### src/rtl/fifo_access_ctrl_if.sv
// Bus bundle between the FIFO access controller, its producer/consumer agents
// and the FIFO instance. The controller connects through the slave modport.
interface fifo_access_ctrl_if #(
  parameter int FIFO_WIDTH = 32,
  parameter int FIFO_DEPTH = 16,
  parameter int NUM_WR     = 4,
  parameter int CW         = $clog2(FIFO_DEPTH + 1)
);
  logic [NUM_WR-1:0]            wr_req;
  logic [NUM_WR*FIFO_WIDTH-1:0] wr_data;
  logic [NUM_WR-1:0]            wr_gnt;
  logic                         rd_req;
  logic                         rd_gnt;
  logic                         rd_valid;
  logic [FIFO_WIDTH-1:0]        rd_data;
  logic                         fifo_wr_en;
  logic [FIFO_WIDTH-1:0]        fifo_data_in;
  logic                         fifo_rd_en;
  logic [FIFO_WIDTH-1:0]        fifo_data_out;
  logic                         fifo_full;
  logic                         fifo_empty;
  logic [CW-1:0]                count;
  logic                         sync_err;

  modport slave (
    input  wr_req, wr_data, rd_req, fifo_data_out, fifo_full, fifo_empty,
    output wr_gnt, rd_gnt, rd_valid, rd_data, fifo_wr_en, fifo_data_in,
           fifo_rd_en, count, sync_err
  );

  modport master (
    output wr_req, wr_data, rd_req, fifo_data_out, fifo_full, fifo_empty,
    input  wr_gnt, rd_gnt, rd_valid, rd_data, fifo_wr_en, fifo_data_in,
           fifo_rd_en, count, sync_err
  );
endinterface

### src/rtl/fifo_access_ctrl.sv
// Single-op-per-cycle FIFO access controller: round-robin arbitration of the
// write producers, read/write alternation under contention, a shadow occupancy
// count that gates ops, and a sticky error when the FIFO flags disagree with it.
module fifo_access_ctrl #(
  parameter int FIFO_WIDTH = 32,
  parameter int FIFO_DEPTH = 16,
  parameter int NUM_WR     = 4
) (
  input  logic                clk,
  input  logic                rstN,
  fifo_access_ctrl_if.slave   bus
);
  localparam int CW = $clog2(FIFO_DEPTH + 1);
  localparam int PW = (NUM_WR > 1) ? $clog2(NUM_WR) : 1;

  typedef enum logic [1:0] {S_IDLE, S_WR, S_RD} state_t;

  state_t            last;
  state_t            last_next;
  logic [CW-1:0]     count_q;
  logic [PW-1:0]     rr_ptr;
  logic              rd_valid_q;
  logic              sync_err_q;
  logic              wr_ok;
  logic              rd_ok;
  logic              do_wr;
  logic              do_rd;
  logic              found;
  int                scan_idx;
  logic [PW-1:0]     sel;
  logic [NUM_WR-1:0] gnt_vec;

  // Pick the first requesting producer starting from the round-robin pointer
  always_comb begin
    sel      = '0;
    found    = 1'b0;
    scan_idx = 0;
    for (int k = 0; k < NUM_WR; k++) begin
      scan_idx = (int'(rr_ptr) + k) % NUM_WR;
      if (!found && bus.wr_req[PW'(scan_idx)]) begin
        sel   = PW'(scan_idx);
        found = 1'b1;
      end
    end
  end

  // Decide this cycle's single op and the next value of the last-op FSM
  always_comb begin
    wr_ok = (|bus.wr_req) && (count_q < CW'(FIFO_DEPTH)) && !bus.fifo_full;
    rd_ok = bus.rd_req && (count_q != '0) && !bus.fifo_empty;
    do_wr = 1'b0;
    do_rd = 1'b0;
    if (wr_ok && rd_ok) begin
      if (last == S_WR) do_rd = 1'b1;
      else              do_wr = 1'b1;
    end else if (wr_ok) begin
      do_wr = 1'b1;
    end else if (rd_ok) begin
      do_rd = 1'b1;
    end
    if (!rstN) begin
      do_wr = 1'b0;
      do_rd = 1'b0;
    end
    last_next = last;
    if (do_wr)      last_next = S_WR;
    else if (do_rd) last_next = S_RD;
  end

  // Expand the selected producer into a one-hot grant
  always_comb begin
    gnt_vec = '0;
    if (do_wr) gnt_vec[sel] = 1'b1;
  end

  assign bus.wr_gnt       = gnt_vec;
  assign bus.rd_gnt       = do_rd;
  assign bus.fifo_wr_en   = do_wr;
  assign bus.fifo_rd_en   = do_rd;
  assign bus.fifo_data_in = do_wr ? bus.wr_data[int'(sel)*FIFO_WIDTH +: FIFO_WIDTH]
                                  : '0;
  assign bus.rd_data      = bus.fifo_data_out;
  assign bus.rd_valid     = rd_valid_q;
  assign bus.count        = count_q;
  assign bus.sync_err     = sync_err_q;

  // Last-op state register
  always_ff @(posedge clk or negedge rstN) begin
    if (!rstN) last <= S_IDLE;
    else       last <= last_next;
  end

  // Occupancy, round-robin pointer, read-valid pipeline and sticky flag check
  always_ff @(posedge clk or negedge rstN) begin
    if (!rstN) begin
      count_q    <= '0;
      rr_ptr     <= '0;
      rd_valid_q <= 1'b0;
      sync_err_q <= 1'b0;
    end else begin
      if (do_wr) begin
        count_q <= count_q + CW'(1);
        rr_ptr  <= PW'((int'(sel) + 1) % NUM_WR);
      end else if (do_rd) begin
        count_q <= count_q - CW'(1);
      end
      rd_valid_q <= do_rd;
      if (((count_q == '0) != bus.fifo_empty) ||
          ((count_q == CW'(FIFO_DEPTH)) != bus.fifo_full))
        sync_err_q <= 1'b1;
    end
  end
endmodule

### src/flat_wrapper.sv
// flat-port wrapper written by rule: the top's interface ports become plain ports
module fifo_access_ctrl_flat 
#(
  parameter int FIFO_WIDTH = 32,
  parameter int FIFO_DEPTH = 16,
  parameter int NUM_WR     = 4
)
  (clk, rstN, bus_wr_req, bus_wr_data, bus_rd_req, bus_fifo_data_out, bus_fifo_full, bus_fifo_empty, bus_wr_gnt, bus_rd_gnt, bus_rd_valid, bus_rd_data, bus_fifo_wr_en, bus_fifo_data_in, bus_fifo_rd_en, bus_count, bus_sync_err);
  fifo_access_ctrl_if #(.FIFO_WIDTH(FIFO_WIDTH), .FIFO_DEPTH(FIFO_DEPTH), .NUM_WR(NUM_WR)) bus_i ();
  input  logic clk;
  input  logic rstN;
  input wire logic [$bits(bus_i.wr_req)-1:0] bus_wr_req;
  input wire logic [$bits(bus_i.wr_data)-1:0] bus_wr_data;
  input wire logic [$bits(bus_i.rd_req)-1:0] bus_rd_req;
  input wire logic [$bits(bus_i.fifo_data_out)-1:0] bus_fifo_data_out;
  input wire logic [$bits(bus_i.fifo_full)-1:0] bus_fifo_full;
  input wire logic [$bits(bus_i.fifo_empty)-1:0] bus_fifo_empty;
  output wire logic [$bits(bus_i.wr_gnt)-1:0] bus_wr_gnt;
  output wire logic [$bits(bus_i.rd_gnt)-1:0] bus_rd_gnt;
  output wire logic [$bits(bus_i.rd_valid)-1:0] bus_rd_valid;
  output wire logic [$bits(bus_i.rd_data)-1:0] bus_rd_data;
  output wire logic [$bits(bus_i.fifo_wr_en)-1:0] bus_fifo_wr_en;
  output wire logic [$bits(bus_i.fifo_data_in)-1:0] bus_fifo_data_in;
  output wire logic [$bits(bus_i.fifo_rd_en)-1:0] bus_fifo_rd_en;
  output wire logic [$bits(bus_i.count)-1:0] bus_count;
  output wire logic [$bits(bus_i.sync_err)-1:0] bus_sync_err;
  assign bus_i.wr_req = bus_wr_req;
  assign bus_i.wr_data = bus_wr_data;
  assign bus_i.rd_req = bus_rd_req;
  assign bus_i.fifo_data_out = bus_fifo_data_out;
  assign bus_i.fifo_full = bus_fifo_full;
  assign bus_i.fifo_empty = bus_fifo_empty;
  assign bus_wr_gnt = bus_i.wr_gnt;
  assign bus_rd_gnt = bus_i.rd_gnt;
  assign bus_rd_valid = bus_i.rd_valid;
  assign bus_rd_data = bus_i.rd_data;
  assign bus_fifo_wr_en = bus_i.fifo_wr_en;
  assign bus_fifo_data_in = bus_i.fifo_data_in;
  assign bus_fifo_rd_en = bus_i.fifo_rd_en;
  assign bus_count = bus_i.count;
  assign bus_sync_err = bus_i.sync_err;
  fifo_access_ctrl #(.FIFO_WIDTH(FIFO_WIDTH), .FIFO_DEPTH(FIFO_DEPTH), .NUM_WR(NUM_WR)) u_core (.clk(clk), .rstN(rstN), .bus(bus_i));
endmodule
### config.mk
export PLATFORM = sky130hd
export DESIGN_NAME = fifo_access_ctrl_flat
export DESIGN_NICKNAME = d
export VERILOG_FILES = /design/src/rtl/fifo_access_ctrl_if.sv /design/src/rtl/fifo_access_ctrl.sv /design/src/flat_wrapper.sv
export SDC_FILE = /design/constraint.sdc
export NUM_CORES = 1
export LEC_CHECK = 0
export ABC_AREA = 0
export CORE_AREA = 2 2 96 98
export CTS_CLUSTER_DIAMETER = 150
export DETAILED_ROUTE_END_ITERATION = 12
export DIE_AREA = 0 0 98 100
export GPL_TIMING_DRIVEN = 0
export PLACE_DENSITY = 0.73
export SYNTH_ARGS = -nofsm -noshare
export SYNTH_HDL_FRONTEND = slang
export SYNTH_SLANG_ARGS = --single-unit
### constraint.sdc
create_clock -name clk -period 7.05 [get_ports clk]
set_input_delay 2.115 -clock clk [delete_from_list [all_inputs] [get_ports clk]]
set_output_delay 2.115 -clock clk [all_outputs]
set_load 0.005 [all_outputs]
Word level (Yosys, flattened, before mapping) --
Cells that the tools add are included.
Cells by class: $add $sub $neg 6, $lt $le $gt $ge 7, equality and inequality tests 4, shift operators 1, multiplexer cells 36, reduce and logical (&&, ||, !) cells 19
Operators by type and width (number):
- $shiftx A128 B8 Y32 | 1
- $mux W32 | 1
- $mux W1 | 21
- $lt A2 B4 Y1 const B | 4
- $mux W2 | 6
- $mux W5 | 2
- $logic_and A1 B1 Y1 | 9
- $bmux W1 S2 | 4
- $add A5 B1 Y5 const B | 1
- $eq A5 B5 Y1 const B | 1
- $logic_not A1 Y1 | 5
- $logic_not A5 Y1 | 1
- $lt A5 B5 Y1 const B | 1
- $reduce_bool A5 Y1 | 1
- $sub A5 B1 Y5 const B | 1
- $add A2 B1 Y2 const B | 2
- $add A2 B2 Y2 const B | 2
- $mux W4 | 1
- $reduce_or A4 Y1 | 1
- $lt A2 B3 Y1 const B | 1
- $demux W1 S2 | 1
- $eq A2 B1 Y1 const B | 1
- $ge A2 B1 Y1 const B | 1
- $ne A1 B1 Y1 | 2
- other kinds (2) | 2
Word-level totals: register bits after elaboration 11, input bits 169, output and inout bits 78, word-level logic and storage cells 78

Logic depth before layout (Yosys ltp) --
word-level depth 18, depth in mapped cells 10, mapped depth without buffers 9

Worst setup path before layout --
Ideal clock, no wire load.
path kind input -> output, from input port bus_wr_req[1], to output port bus_wr_gnt[1], data arrival time 3.270 ns, required time 4.935 ns, setup slack 1.665 ns, stages 7, buffers on the path 2, cells stage by stage a21boi_0 o221ai_1 buf_4 buf_4 inv_1 ha_1 and2_1
Between the ends: word-level cells in the longest chain between the ends 18
RTL lines:
- from (decl) | RTL line flat_wrapper.sv:12 | input wire logic [$bits(bus_i.wr_req)-1:0] bus_wr_req;
- $bmux W1 S2 | RTL line fifo_access_ctrl.sv:40 | if (!found && bus.wr_req[PW'(scan_idx)]) begin
- $mux W1 (implied by the code) (2 in a row) | RTL line fifo_access_ctrl.sv:40
- $mux W1 | RTL line fifo_access_ctrl.sv:40
- $logic_not A1 Y1 | RTL line fifo_access_ctrl.sv:40
- $logic_and A1 B1 Y1 | RTL line fifo_access_ctrl.sv:40
- $mux W1 | RTL line fifo_access_ctrl.sv:40
- $logic_not A1 Y1 | RTL line fifo_access_ctrl.sv:40
- $logic_and A1 B1 Y1 | RTL line fifo_access_ctrl.sv:40
- $mux W1 | RTL line fifo_access_ctrl.sv:40
- $logic_not A1 Y1 | RTL line fifo_access_ctrl.sv:40
- $logic_and A1 B1 Y1 | RTL line fifo_access_ctrl.sv:40
- $mux W2 | RTL line fifo_access_ctrl.sv:40
- $lt A2 B3 Y1 (implied by the code) or $ge A2 B1 Y1 (tied branches) | RTL line fifo_access_ctrl.sv:73 | if (do_wr) gnt_vec[sel] = 1'b1;
- $logic_and A1 B1 Y1 (implied by the code) | RTL line fifo_access_ctrl.sv:73
- $mux W1 (implied by the code) | RTL line fifo_access_ctrl.sv:73
- $demux W1 S2
- $mux W4 (*) | RTL line fifo_access_ctrl.sv:73
- to (decl) | RTL line flat_wrapper.sv:18 | output wire logic [$bits(bus_i.wr_gnt)-1:0] bus_wr_gnt;
Mark *: on every way between the ends. The rest lies on a longest branch, timed or not. The select of a mux whose other input is x is not followed.

Final worst setup path --
from input port bus_wr_req[1], to output port bus_fifo_data_in[31]
Between the ends: word-level cells in the longest chain between the ends 15
RTL lines:
- $bmux W1 S2 | RTL line fifo_access_ctrl.sv:40
- $mux W1 (implied by the code) (2 in a row) | RTL line fifo_access_ctrl.sv:40
- $mux W1 | RTL line fifo_access_ctrl.sv:40
- $logic_not A1 Y1 | RTL line fifo_access_ctrl.sv:40
- $logic_and A1 B1 Y1 | RTL line fifo_access_ctrl.sv:40
- $mux W1 | RTL line fifo_access_ctrl.sv:40
- $logic_not A1 Y1 | RTL line fifo_access_ctrl.sv:40
- $logic_and A1 B1 Y1 | RTL line fifo_access_ctrl.sv:40
- $mux W1 | RTL line fifo_access_ctrl.sv:40
- $logic_not A1 Y1 | RTL line fifo_access_ctrl.sv:40
- $logic_and A1 B1 Y1 | RTL line fifo_access_ctrl.sv:40
- $mux W2 | RTL line fifo_access_ctrl.sv:40
- $shiftx A128 B8 Y32 | RTL line fifo_access_ctrl.sv:80 | assign bus.fifo_data_in = do_wr ? bus.wr_data[int'(sel)*FIFO_WIDTH +: FIFO_WIDTH]
- $mux W32 (*) | RTL line fifo_access_ctrl.sv:80
- to (decl) | RTL line flat_wrapper.sv:23 | output wire logic [$bits(bus_i.fifo_data_in)-1:0] bus_fifo_data_in;
Marked as above.

==> qor.csv <==
stage,metric,value,unit
logic_synthesis,synth_edf_count,0,
clocking,ctsHtreeMaxLevel,1,
clocking,postCtsSetupBuffers,0,
sta,tightestPinTransition,0.644,ns
grt,grt_pass1_wl,13700,um
floorplanning,core,0.00889,mm^2
clocking,clk_pin_slew,0.05,ns
critical_path,required,4.93,ns
sta,period_minus_slack,6.79,ns
routing,ant_nets,0,
clocking,cts.sinks,11,
logic_synthesis,ys_seq_area_frac,0.140,
sta,fmax,0.147,GHz
placed_design,finalWeightedCongestion,0.786,
sta,rsz0062_at_grt,false,
clocking,cts-root-buf,clkbuf_8,
sta,finalSetupViolCount,0,
grt,grt.total_usage,0.177,
floorplanning,dieArea,0.00980,mm^2
floorplanning,io_pins,247,
pwr,seqPwrFrac,0.154,
placed_design,io_buffers,214,
sta,hold_ws,0.465,ns
routing,viasPerCell,4.57,
grt,antenna_found_initial,0,
final_layout,area_delta_synth_final,118,%
grt,overflow,0,
logic_synthesis,yosys-top-cells-area,"mux2i_1, buf_4, dfrtp_1",
critical_path,path_class,primary input to primary output,
routing,drt_iter0_drc,69,
pwr,intPower,488,uW
floorplanning,start_util,0.222,
logic_synthesis,synthCells,221,
routing,drt_pass1_iterations,4,
final_layout,seq_area,275,um^2
routing,drc,0,
pwr,combinationalPowerShare,0.767,
final_layout,fillers,872,
sta,finalMaxSlewViolations,0,
sta,min_period_over_period,0.964,
floorplanning,die-width,98,um
pwr,p_per_area,187,mW/mm^2
floorplanning,rows,35,
logic_synthesis,synth_cell_types,35,
placed_design,place_hpwl,8200,um
sta,clock_skew,0.00426,ns
pwr,power_switching,317,uW
logic_synthesis,synthArstFlopShare,1.00,
logic_synthesis,synth_seq_cells,11,
critical_path,critPathMaxFanout,10,
hold_path,hp-class,register to register,
logic_synthesis,syn_area,0.00197,mm^2
routing,wirelength,9560,um
logic_synthesis,avgSynthCellArea,8.92,um^2
clocking,cts_hold_buf,0,
clocking,clock_path_buffers,2,
logic_synthesis,synth_common_cells,"mux2i_1, buf_4, o22ai_1",
clocking,clkLatencyLatePin,0.24,ns
sta,slew_headroom,0.570,
routing,vias,2512,
final_layout,drive_above_1_share,0.130,
grt,first_global_vias,2568,
logic_synthesis,yosysTopAreaCellShare,0.335,
job,cap_violations,0,
critical_path,critical_path_arrival,4.68,ns
critical_path,cp-end-kind,primary output,
sta,setup_tns,0,ns
logic_synthesis,syn_nets,398,
floorplanning,die_h,100,um
critical_path,cp-start-kind,primary input,
pwr,swShare,0.394,
logic_synthesis,synth_ff_type,dfrtp_1,
final_layout,multi_input_area,0.00131,mm^2
logic_synthesis,yosysTopAreaCell,mux2i_1,
sta,finalHoldViolCount,0,
clocking,cts_tree,done,
clocking,cts_made_buffers,3,
final_layout,n_antenna_cell,0,
final_layout,fin_nets,617,
pwr,power_frac_clock,0.079,
pwr,ir_drop,0.0753,mV
grt,grt_max_degree,15,
logic_synthesis,synth_most_common_cell,mux2i_1,
clocking,post_cts_resized,0,
run_status,status,"complete, no violations",
routing,routedWlPerCell,17.4,um
pwr,static-leakage-power,0.00185,uW
logic_synthesis,yosys_warnings,0,
==> path summary, 6_finish.rpt <==
path	start	to	slack, ns	cells after the start
max	bus_wr_req[1]	bus_fifo_data_in[31]	0.26	8
min	u_core.bus.sync_err	u_core.bus.sync_err	0.47	1
max reg2reg	u_core.bus.count[0]	u_core.bus.count[4]	4.19	10
min reg2reg	u_core.bus.sync_err	u_core.bus.sync_err	0.47	1
max in group asynchronous	rstN	u_core.bus.sync_err	4.36	1
min in group asynchronous	rstN	u_core.bus.rd_valid	2.27	1
==> metrics by stage <==
step,total power [uW],cell area [um^2],worst slack (ns),cells,util
floorplan,478,1970,1.67,221,-
global placement,732,4250,0.271,546,0.478
detailed placement,745,4250,0.247,546,0.478
CTS,815,4300,0.226,550,0.483
global route,868,4300,0.144,550,0.483
finish,805,4300,0.256,550,0.483
==> per-layer routing <==
layer | GRT usage | part of all wire
met1 | 0.217 | 0.40
met2 | 0.319 | 0.51
met3 | 0.0529 | 0.081
met4 | 0.0160 | 0.0038
met5 | 0 | 0
==> critical path, cell delays in order <==
cell	delay [ns]
clkdlybuf4s50_1	0.49
a21boi_0	0.16
o221ai_1	0.35
buf_4	0.30
buf_6	0.21
mux2i_1	0.39
o22ai_1	0.15
clkdlybuf4s50_1	0.50
==> cells by family after synthesis <==
family,Yosys count,synth area share
XOR/XNOR,4,0.0178
buffers and inverters,54,0.194
AO/OA/AOI/OAI,52,0.176
AND/OR/NAND/NOR,25,0.0774
adder cells (fa/ha/maj),8,0.0546
flip-flops,11,0.140
multiplexers,67,0.341
==> registers in the layout, summed over array words and instances, names as in the netlist <==
register             cells
u_core.bus.count         5
u_core.last              2
u_core.rr_ptr            2
u_core.bus.rd_valid      1
u_core.bus.sync_err      1
==> cells in the final DEF, fill, tap and decap left out <==
cell type	count
clkdlybuf4s50_1	214
mux2i_1	66
buf_4	38
o22ai_1	32
dfrtp_1	11
nor2_1	7
ha_1	7
inv_1	6
buf_2	5
a21oi_1	5
buf_6	4
and2_1	4
nand2b_1	3
nand2_1	3
a21o_1	3
xnor2_1	3
o21ai_0	3
clkbuf_8	3
a21boi_0	2
nor2b_1	2
clkbuf_2	1
o221ai_1	1
nor4_4	1
a211o_1	1
nor4_1	1
nor3_1	1
o211a_4	1
o22a_1	1
nand2_4	1
nand2_2	1
a211oi_2	1
a211oi_1	1
o21ai_1	1
nand4b_1	1
xor2_1	1
mux2_2	1
fa_1	1
clkbuf_1	1
==> power by group through the flow <==
stage | registers, uW | logic (uW) | clock network [uW]
after floorplan | 120 | 357 | 0
after global placement | 123 | 610 | 0
after detailed placement | 125 | 620 | 0
after CTS | 124 | 624 | 66.0
after global routing | 129 | 671 | 68.1
final | 124 | 618 | 63.9
==> layout make-up <==
type,count,area share
buffer,48,0.0838
timing repair buffer,214,0.498
multi-input combinational,156,0.306
inverter,6,0.00524
sequential,11,0.0640
clock buffer,4,0.0105
tap,111,0.0323
(Power assumes the default switching activity.)
